--- config.mk ---
export PLATFORM = sky130hd
export DESIGN_NAME = register_file_flat
export DESIGN_NICKNAME = d
export VERILOG_FILES = /design/src/rtl/riscv_pkg.sv /design/src/rtl/register_file_if.sv /design/src/rtl/register_read_port.sv /design/src/rtl/register_file.sv /design/src/flat_wrapper.sv
export SDC_FILE = /design/constraint.sdc
export NUM_CORES = 1
export LEC_CHECK = 0
export CORE_ASPECT_RATIO = 0.6
export CORE_MARGIN = 4
export CORE_UTILIZATION = 33
export DETAILED_ROUTE_END_ITERATION = 16
export PLACE_DENSITY = 0.55
export SETUP_SLACK_MARGIN = 0.3
export SLEW_MARGIN = 20
export SYNTH_ARGS = -nofsm -noshare
export SYNTH_HDL_FRONTEND = slang
export SYNTH_HIERARCHICAL = 1
export SYNTH_SLANG_ARGS = --single-unit
--- constraint.sdc ---
create_clock -name CLK -period 2.9 [get_ports CLK]
set_input_delay 0.435 -clock CLK [delete_from_list [all_inputs] [get_ports CLK]]
set_output_delay 0.435 -clock CLK [all_outputs]
set_load 0.01 [all_outputs]
--- src/rtl/riscv_pkg.sv ---
// Shared RV32I core definitions: default datapath sizes, register-file state
// encoding and the address-width helper.
package riscv_pkg;

  localparam int XLEN_DEFAULT  = 32;
  localparam int NREGS_DEFAULT = 32;

  typedef enum logic {
    CLEAR = 1'b0,
    READY = 1'b1
  } rf_state_e;

  // Ceiling log2 with a floor of 1 so a two-entry file still gets an address bit.
  function automatic int clog2(input int n);
    int w;
    w = 1;
    while ((1 << w) < n) w++;
    return w;
  endfunction

endpackage

--- src/rtl/register_file_if.sv ---
// Read/write/clear bus between the decode/writeback stages and the register file.
interface register_file_if #(
  parameter int XLEN  = 32,
  parameter int NREAD = 2,
  parameter int ADDRW = 5
);
  logic [NREAD-1:0]       readEnable;
  logic [NREAD*ADDRW-1:0] readAddr;
  logic [NREAD*XLEN-1:0]  readData;
  logic                   writeEnable;
  logic [ADDRW-1:0]       writeAddr;
  logic [XLEN-1:0]        writeData;
  logic                   clearRequest;
  logic                   busy;

  modport master (
    output readEnable, readAddr, writeEnable, writeAddr, writeData, clearRequest,
    input  readData, busy
  );

  modport slave (
    input  readEnable, readAddr, writeEnable, writeAddr, writeData, clearRequest,
    output readData, busy
  );
endinterface

--- src/rtl/register_read_port.sv ---
// One registered read port: address masking, write-to-read forwarding and
// an output register that holds between enabled reads.
module register_read_port #(
  parameter int XLEN          = 32,
  parameter int NREGS         = 32,
  parameter int ADDRW         = 5,
  parameter bit BYPASS        = 1'b1,
  parameter bit HARDWIRE_ZERO = 1'b1
) (
  input  logic             CLK,
  input  logic             RESET,
  input  logic             flush,
  input  logic             read_en,
  input  logic [ADDRW-1:0] read_addr,
  input  logic [XLEN-1:0]  array_word,
  input  logic             wr_fire,
  input  logic [ADDRW-1:0] wr_addr,
  input  logic [XLEN-1:0]  wr_data,
  output logic [XLEN-1:0]  read_data
);

  localparam logic [ADDRW:0] LIMIT = (ADDRW+1)'(NREGS);

  logic addr_ok;
  logic fwd_hit;
  logic [XLEN-1:0] read_value;

  // wr_fire already excludes dropped writes, so a forwarded value is always one
  // that really lands in the array.
  assign addr_ok = ({1'b0, read_addr} < LIMIT) && !(HARDWIRE_ZERO && read_addr == '0);
  assign fwd_hit = BYPASS && wr_fire && (wr_addr == read_addr);

  always_comb begin
    // NOTE: every combinational output gets a default first so no latch is inferred.
    read_value = '0;
    if (addr_ok) read_value = fwd_hit ? wr_data : array_word;
  end

  // NOTE: sequential state uses non-blocking assignments so all flops update together.
  always_ff @(posedge CLK or negedge RESET) begin
    if (!RESET)       read_data <= '0;
    else if (flush)   read_data <= '0;
    else if (read_en) read_data <= read_value;
  end

endmodule

--- src/rtl/register_file.sv ---
// Integer register bank: storage array, write path, clear sequencer and
// NREAD independent registered read ports.
module register_file
  import riscv_pkg::*;
#(
  parameter int XLEN          = XLEN_DEFAULT,
  parameter int NREGS         = NREGS_DEFAULT,
  parameter int NREAD         = 2,
  parameter bit BYPASS        = 1'b1,
  parameter bit HARDWIRE_ZERO = 1'b1
) (
  input logic            CLK,
  input logic            RESET,
  register_file_if.slave rf
);

  localparam int ADDRW = clog2(NREGS);
  localparam logic [ADDRW:0]   LIMIT    = (ADDRW+1)'(NREGS);
  localparam logic [ADDRW-1:0] LAST_IDX = ADDRW'(NREGS - 1);

  rf_state_e        state, next_state;
  logic [ADDRW-1:0] clear_index, next_index;
  logic             busy_q, next_busy;

  logic [XLEN-1:0]  mem [NREGS];
  logic             wr_fire;
  logic             flush;

  // ---------------- clear sequencer ----------------
  always_ff @(posedge CLK or negedge RESET) begin
    if (!RESET) begin
      state       <= CLEAR;
      clear_index <= '0;
      busy_q      <= 1'b1;
    end else begin
      state       <= next_state;
      clear_index <= next_index;
      busy_q      <= next_busy;
    end
  end

  always_comb begin
    next_state = state;
    next_index = clear_index;
    next_busy  = busy_q;
    unique case (state)
      CLEAR: begin
        next_index = clear_index + 1'b1;
        next_busy  = 1'b1;
        if (clear_index == LAST_IDX) begin
          next_state = READY;
          next_index = '0;
          next_busy  = 1'b0;
        end
      end
      READY: begin
        next_busy = 1'b0;
        if (rf.clearRequest) begin
          next_state = CLEAR;
          next_index = '0;
          next_busy  = 1'b1;
        end
      end
      default: begin
        next_state = CLEAR;
        next_index = '0;
        next_busy  = 1'b1;
      end
    endcase
  end

  assign rf.busy = busy_q;

  // ---------------- write path ----------------
  assign wr_fire = (state == READY) && !rf.clearRequest && rf.writeEnable &&
                   ({1'b0, rf.writeAddr} < LIMIT) &&
                   !(HARDWIRE_ZERO && rf.writeAddr == '0);

  // Reads return 0 while clearing and on the cycle a clear is requested.
  assign flush = (state != READY) || rf.clearRequest;

  // NOTE: the array has no reset; the clear sequencer zeroes it, which keeps it mappable to RAM.
  // Gating on RESET stops a write from landing on an edge while reset is held.
  always_ff @(posedge CLK) begin
    if (RESET) begin
      if (state == CLEAR) mem[clear_index] <= '0;
      else if (wr_fire)   mem[rf.writeAddr] <= rf.writeData;
    end
  end

  // ---------------- read ports ----------------
  for (genvar p = 0; p < NREAD; p++) begin : g_port
    logic [ADDRW-1:0] port_addr;
    logic [ADDRW-1:0] safe_addr;
    logic [XLEN-1:0]  port_data;

    assign port_addr = rf.readAddr[p*ADDRW +: ADDRW];
    // Out-of-range addresses are masked in the port; clamp so the array index stays legal.
    assign safe_addr = ({1'b0, port_addr} < LIMIT) ? port_addr : '0;

    register_read_port #(
      .XLEN          (XLEN),
      .NREGS         (NREGS),
      .ADDRW         (ADDRW),
      .BYPASS        (BYPASS),
      .HARDWIRE_ZERO (HARDWIRE_ZERO)
    ) u_port (
      .CLK        (CLK),
      .RESET      (RESET),
      .flush      (flush),
      .read_en    (rf.readEnable[p]),
      .read_addr  (port_addr),
      .array_word (mem[safe_addr]),
      .wr_fire    (wr_fire),
      .wr_addr    (rf.writeAddr),
      .wr_data    (rf.writeData),
      .read_data  (port_data)
    );

    assign rf.readData[p*XLEN +: XLEN] = port_data;
  end

endmodule

--- src/flat_wrapper.sv ---
// flat-port wrapper written by rule: the top's interface ports become plain ports
module register_file_flat import riscv_pkg::*;
#(
  parameter int XLEN          = XLEN_DEFAULT,
  parameter int NREGS         = NREGS_DEFAULT,
  parameter int NREAD         = 2,
  parameter bit BYPASS        = 1'b1,
  parameter bit HARDWIRE_ZERO = 1'b1
)
  (CLK, RESET, rf_readEnable, rf_readAddr, rf_writeEnable, rf_writeAddr, rf_writeData, rf_clearRequest, rf_readData, rf_busy);
  register_file_if #(.XLEN(XLEN), .NREAD(NREAD), .ADDRW(5)) rf_i ();
  input logic CLK;
  input logic RESET;
  input wire logic [$bits(rf_i.readEnable)-1:0] rf_readEnable;
  input wire logic [$bits(rf_i.readAddr)-1:0] rf_readAddr;
  input wire logic [$bits(rf_i.writeEnable)-1:0] rf_writeEnable;
  input wire logic [$bits(rf_i.writeAddr)-1:0] rf_writeAddr;
  input wire logic [$bits(rf_i.writeData)-1:0] rf_writeData;
  input wire logic [$bits(rf_i.clearRequest)-1:0] rf_clearRequest;
  output wire logic [$bits(rf_i.readData)-1:0] rf_readData;
  output wire logic [$bits(rf_i.busy)-1:0] rf_busy;
  assign rf_i.readEnable = rf_readEnable;
  assign rf_i.readAddr = rf_readAddr;
  assign rf_i.writeEnable = rf_writeEnable;
  assign rf_i.writeAddr = rf_writeAddr;
  assign rf_i.writeData = rf_writeData;
  assign rf_i.clearRequest = rf_clearRequest;
  assign rf_readData = rf_i.readData;
  assign rf_busy = rf_i.busy;
  register_file #(.XLEN(XLEN), .NREGS(NREGS), .NREAD(NREAD), .BYPASS(BYPASS), .HARDWIRE_ZERO(HARDWIRE_ZERO)) u_core (.CLK(CLK), .RESET(RESET), .rf(rf_i));
endmodule
==> impl_results.md <==
- Via count of the first global-routing pass: 35945
- Kind of path behind the tightest hold check: input pin to asynchronous set/reset pin
- Synthesized Nets: between 3000 and 4000
- RSZ-0062 raised after global routing: false
- Post-synthesis cell count: just under 4000
- Asr flop ratio synth: between 6 and 7%
- Shortest clock period the worst path allows after layout: between 2 and 3 ns
- Root buffer selected by CTS: sky130_fd_sc_hd__clkbuf_16
- Smallest hold slack: 0.185 ns
- Utilization of the core after routing: 40.2%
- Initial detailed-routing violation count: around 4700
- Critical path required time: around 3.3 ns
- Switching component of the power: 10100 uW
- Synth cell types: between 40 and 50
- Critical path class: flip-flop to flip-flop
- Critical Path AT: ~2.9 ns
- Multi-input gate area: between 15000 and 20000 um^2
- Drt first pass iters: 6
- Number of antenna violations at the first check in global routing: 6
- Clock Sinks: 1095
- Largest driver fanout on the critical path: 18
- FF+latch area: 32500 um^2
- Part of the Yosys area used for sequential elements: roughly three fifths
- Fin crit share: 86.7%
- Post-layout nets: approximately 4200
- Number of synthesis warnings: 6
- Via count of the routed design: around 37000
- Number of enable flip-flop cells after synthesis: ~1000
- Full die area: ~170000 um^2
- Category of cells accounting for the largest share of critical-path delay: flip-flops
- Transition at the pin with the smallest max-transition slack: between 1 and 1.5 ns
- Final hold vios: 0
- Number of vias per cell after detailed routing: 5.82
- Remaining global-route overflow: 0
- Setup ws final: 0.385 ns
- Number of nets with antenna violations after routing: 0
- CP peak stage delay: just under 0.7 ns
- Initial Util: between 30% and 40%
- Max-slew headroom at the worst pin: 14.3%
- Quantity of gates resized following cts: 0
- DRC violation count after routing: 0
- Cell type with the largest total area after synthesis: sky130_fd_sc_hd__edfxtp_1
- Max Clock Freq: about 400 MHz
- Crit path buffers/inverters: 2
- Series of cell instances along the critical path: nand4b_2, a21oi_4, buf_4, a31oi_4, nor2_4, buf_12
- Level count of the clock H-tree: 3
- Nature of the critical path endpoint: flip-flop
- Detailed-route wire length per cell: 31.0 um
- Most used DFF post-synth: sky130_fd_sc_hd__edfxtp_1
- Placeable core region: approximately 160000 um^2
- Total power after layout: between 30000 and 40000 uW
- Num CTS Buffers: 98
- CTS tree: done
- Largest net degree at the start of global routing: 65
- Clk network pwr share: between 30% and 40%
- Total half-perimeter wirelength after legalization and detailed placement: ~120000 um
- Run status: finished, final reports clean
- DP Worst Slack: -0.0214 ns
- I/O pin count: 118
- Synth top area cells: sky130_fd_sc_hd__edfxtp_1 58%, sky130_fd_sc_hd__mux2i_1 19%, sky130_fd_sc_hd__dfrtp_1 3.3%, sky130_fd_sc_hd__a22oi_1 2.7%, sky130_fd_sc_hd__nand2_1 2.4%
- IR Drop Worst-Case VDD: ~0.48 mV
- Slowest cell on the critical path: sky130_fd_sc_hd__dfrtp_1
- Setup skew after layout: 0.0282 ns
- Final-report max-slew violation count: 0
- Share of cells above drive strength 1: 15.1%
- Count of input and output buffers: ~120
- Final setup violation count: 0
- Global-route wire length before repair: 277000 um
- Portion of total power attributed to sequential cells: a little under half
- Final weighted congestion of routability-driven global placement: between 0.8 and 0.9
- #FFs+latches synth: roughly 1100
- Routed wire length: 198000 um
- Die X: ~530 um
- Cell area power density: ~600 nW/um^2
- FILL cells: 14677
- Clock transition at path regs: 0.07 ns
- Part of the power in combinational logic: 14.5%
- Int Pwr: around 28000 uW
- Clock Path Buffers: 3
- Synthesized area: ~53000 um^2
- Top-area cell type share of the netlist area: ~58%
- Die height: 319 um
- Startpoint kind of the worst setup timing path: flip-flop
- Synthesis-to-finish area growth: 20.2%
- GRT Overall Usage: between 20% and 30%
- Number of core rows: about 110
- Clock network latency to the later pin of the worst-skew pair: 0.72 ns
- Max cap viols: 0
- Leakage power total: between 0.02 and 0.025 uW
- Average footprint of a synthesized cell: about 14 um^2
- Post-layout instance area: 64100 um^2
- Area after DPL: a little over 60000 um^2
- Fraction of power spent switching nets: 26.6%
[cell usage in the layout (no fill, tap or decap), types with 4 or more instances in the layout]
master,instances
sky130_fd_sc_hd__clkbuf_1,30
sky130_fd_sc_hd__a31oi_1,64
sky130_fd_sc_hd__clkinv_2,11
sky130_fd_sc_hd__dfrtp_1,70
sky130_fd_sc_hd__nor2_1,10
sky130_fd_sc_hd__or2_2,6
sky130_fd_sc_hd__edfxtp_1,1024
sky130_fd_sc_hd__clkbuf_8,9
sky130_fd_sc_hd__and2_1,33
sky130_fd_sc_hd__nand4_1,65
sky130_fd_sc_hd__nand2b_1,9
sky130_fd_sc_hd__nand3_1,194
sky130_fd_sc_hd__o211ai_1,4
sky130_fd_sc_hd__a21oi_2,4
sky130_fd_sc_hd__nand2b_2,4
sky130_fd_sc_hd__buf_12,169
sky130_fd_sc_hd__buf_4,196
sky130_fd_sc_hd__inv_1,5
sky130_fd_sc_hd__clkdlybuf4s50_1,114
sky130_fd_sc_hd__a22oi_1,192
sky130_fd_sc_hd__clkinv_1,10
sky130_fd_sc_hd__nor2b_4,4
sky130_fd_sc_hd__o211ai_2,60
sky130_fd_sc_hd__and2_2,4
sky130_fd_sc_hd__nor3_1,68
sky130_fd_sc_hd__clkbuf_16,100
sky130_fd_sc_hd__a22o_1,128
sky130_fd_sc_hd__o22ai_4,15
sky130_fd_sc_hd__xor2_1,9
sky130_fd_sc_hd__bufinv_16,17
sky130_fd_sc_hd__nand2_1,337
sky130_fd_sc_hd__mux2i_1,1027
sky130_fd_sc_hd__nor2_4,21
sky130_fd_sc_hd__a21oi_1,194
[power groups by stage]
stage / Clock (uW) / Sequential (uW) / Combinational, uW
2_1_floorplan: 0 / 18500 / 2730
3_3_place_gp: 0 / 18600 / 5420
3_5_place_dp: 0 / 18600 / 5430
4_1_cts: 14500 / 18300 / 5450
5_1_grt: 15200 / 18400 / 5750
6_report: 14300 / 18300 / 5540
[logic make-up (layout without fill, tap and decap cells)]
family	after synthesis	after routing	share of synthesized area, %
compound gates	672	673	9.26
fa+ha+maj	2	2	0.0469
buf+inv	304	673	3.46
other cells	0	3	0
mux	1027	1027	19.3
xor+xnor	12	12	0.197
simple gates	769	769	6.75
flops	1095	1095	61.0
[cell usage after synthesis (3+ instances only)]
library cell / n
sky130_fd_sc_hd__mux2i_1: 1027
sky130_fd_sc_hd__edfxtp_1: 1024
sky130_fd_sc_hd__nand2_1: 339
sky130_fd_sc_hd__a21oi_1: 194
sky130_fd_sc_hd__nand3_1: 194
sky130_fd_sc_hd__a22oi_1: 192
sky130_fd_sc_hd__a22o_1: 128
sky130_fd_sc_hd__clkbuf_1: 119
sky130_fd_sc_hd__dfrtp_1: 70
sky130_fd_sc_hd__nor3_1: 68
sky130_fd_sc_hd__nand4_1: 65
sky130_fd_sc_hd__a31oi_1: 64
sky130_fd_sc_hd__buf_2: 62
sky130_fd_sc_hd__o211ai_2: 60
sky130_fd_sc_hd__buf_4: 57
sky130_fd_sc_hd__buf_6: 40
sky130_fd_sc_hd__and2_1: 37
sky130_fd_sc_hd__nor2_1: 31
sky130_fd_sc_hd__o22ai_1: 18
sky130_fd_sc_hd__nand2b_1: 13
sky130_fd_sc_hd__buf_1: 11
sky130_fd_sc_hd__xor2_1: 9
sky130_fd_sc_hd__nor2b_1: 7
sky130_fd_sc_hd__buf_12: 6
sky130_fd_sc_hd__or2_2: 6
sky130_fd_sc_hd__a21oi_2: 5
sky130_fd_sc_hd__inv_1: 5
sky130_fd_sc_hd__clkbuf_4: 4
sky130_fd_sc_hd__o211ai_1: 4
sky130_fd_sc_hd__xnor2_1: 3
[final timing paths]
check	startpoint	end	slack [ns]	depth (start not counted)
worst max-delay path	u_core/state	u_core/mem[23][22]	0.38	6
worst min-delay path	RESET	u_core/clear_index[4]	0.19	2
worst max register to register	u_core/state	u_core/mem[23][22]	0.38	6
worst min register to register	u_core/g_port[1].u_port/read_data[8]	u_core/g_port[1].u_port/read_data[8]	0.49	2
max in group asynchronous	RESET	u_core/g_port[0].u_port/read_data[10]	1.23	4
min in group CLK	rf_writeData[23]	u_core/g_port[1].u_port/read_data[23]	0.41	3
[metrics by stage]
step                std cells  TNS [ns]
finish                   6381         0
global route             6380         0
detailed placement       6189    -0.423
CTS                      6376         0
global placement         6189     -1.95
floorplan                3881    -80.70
[sequential cells by signal, summed over array words and instances, names as in the netlist]
signal / count
u_core/rf.busy: 1
u_core/g_port.u_port/read_data: 64
u_core/state: 1
u_core/mem: 1024
u_core/clear_index: 5
[per-layer routing]
metal / wire, um / global-route usage (%) / vias to the layer above
li1: - / - / 15743
met1: 91700 / 34.5 / 19181
met2: 83300 / 33.0 / 1963
met3: 18000 / 4.57 / 270
met4: 4680 / 5.07 / 0
met5: 0 / 0 / -
[cell type report]
cell class	instances	share of cell area (%)
clock inverter	47	1.09
sequential	1095	50.8
clock buffer	139	4.27
multi-input combinational	2483	30.3
timing repair buffer	482	9.42
inverter	5	0.0293
tap	2127	4.15
antenna	3	0.0117
[what timing repair did]
action	4_1_cts	5_1_grt
hold buffers	1	0
setup endpoints to repair	0	2
buffers inserted	0	1
hold endpoints to repair	28	0
No activity file was read; power rests on OpenSTA's default activity.
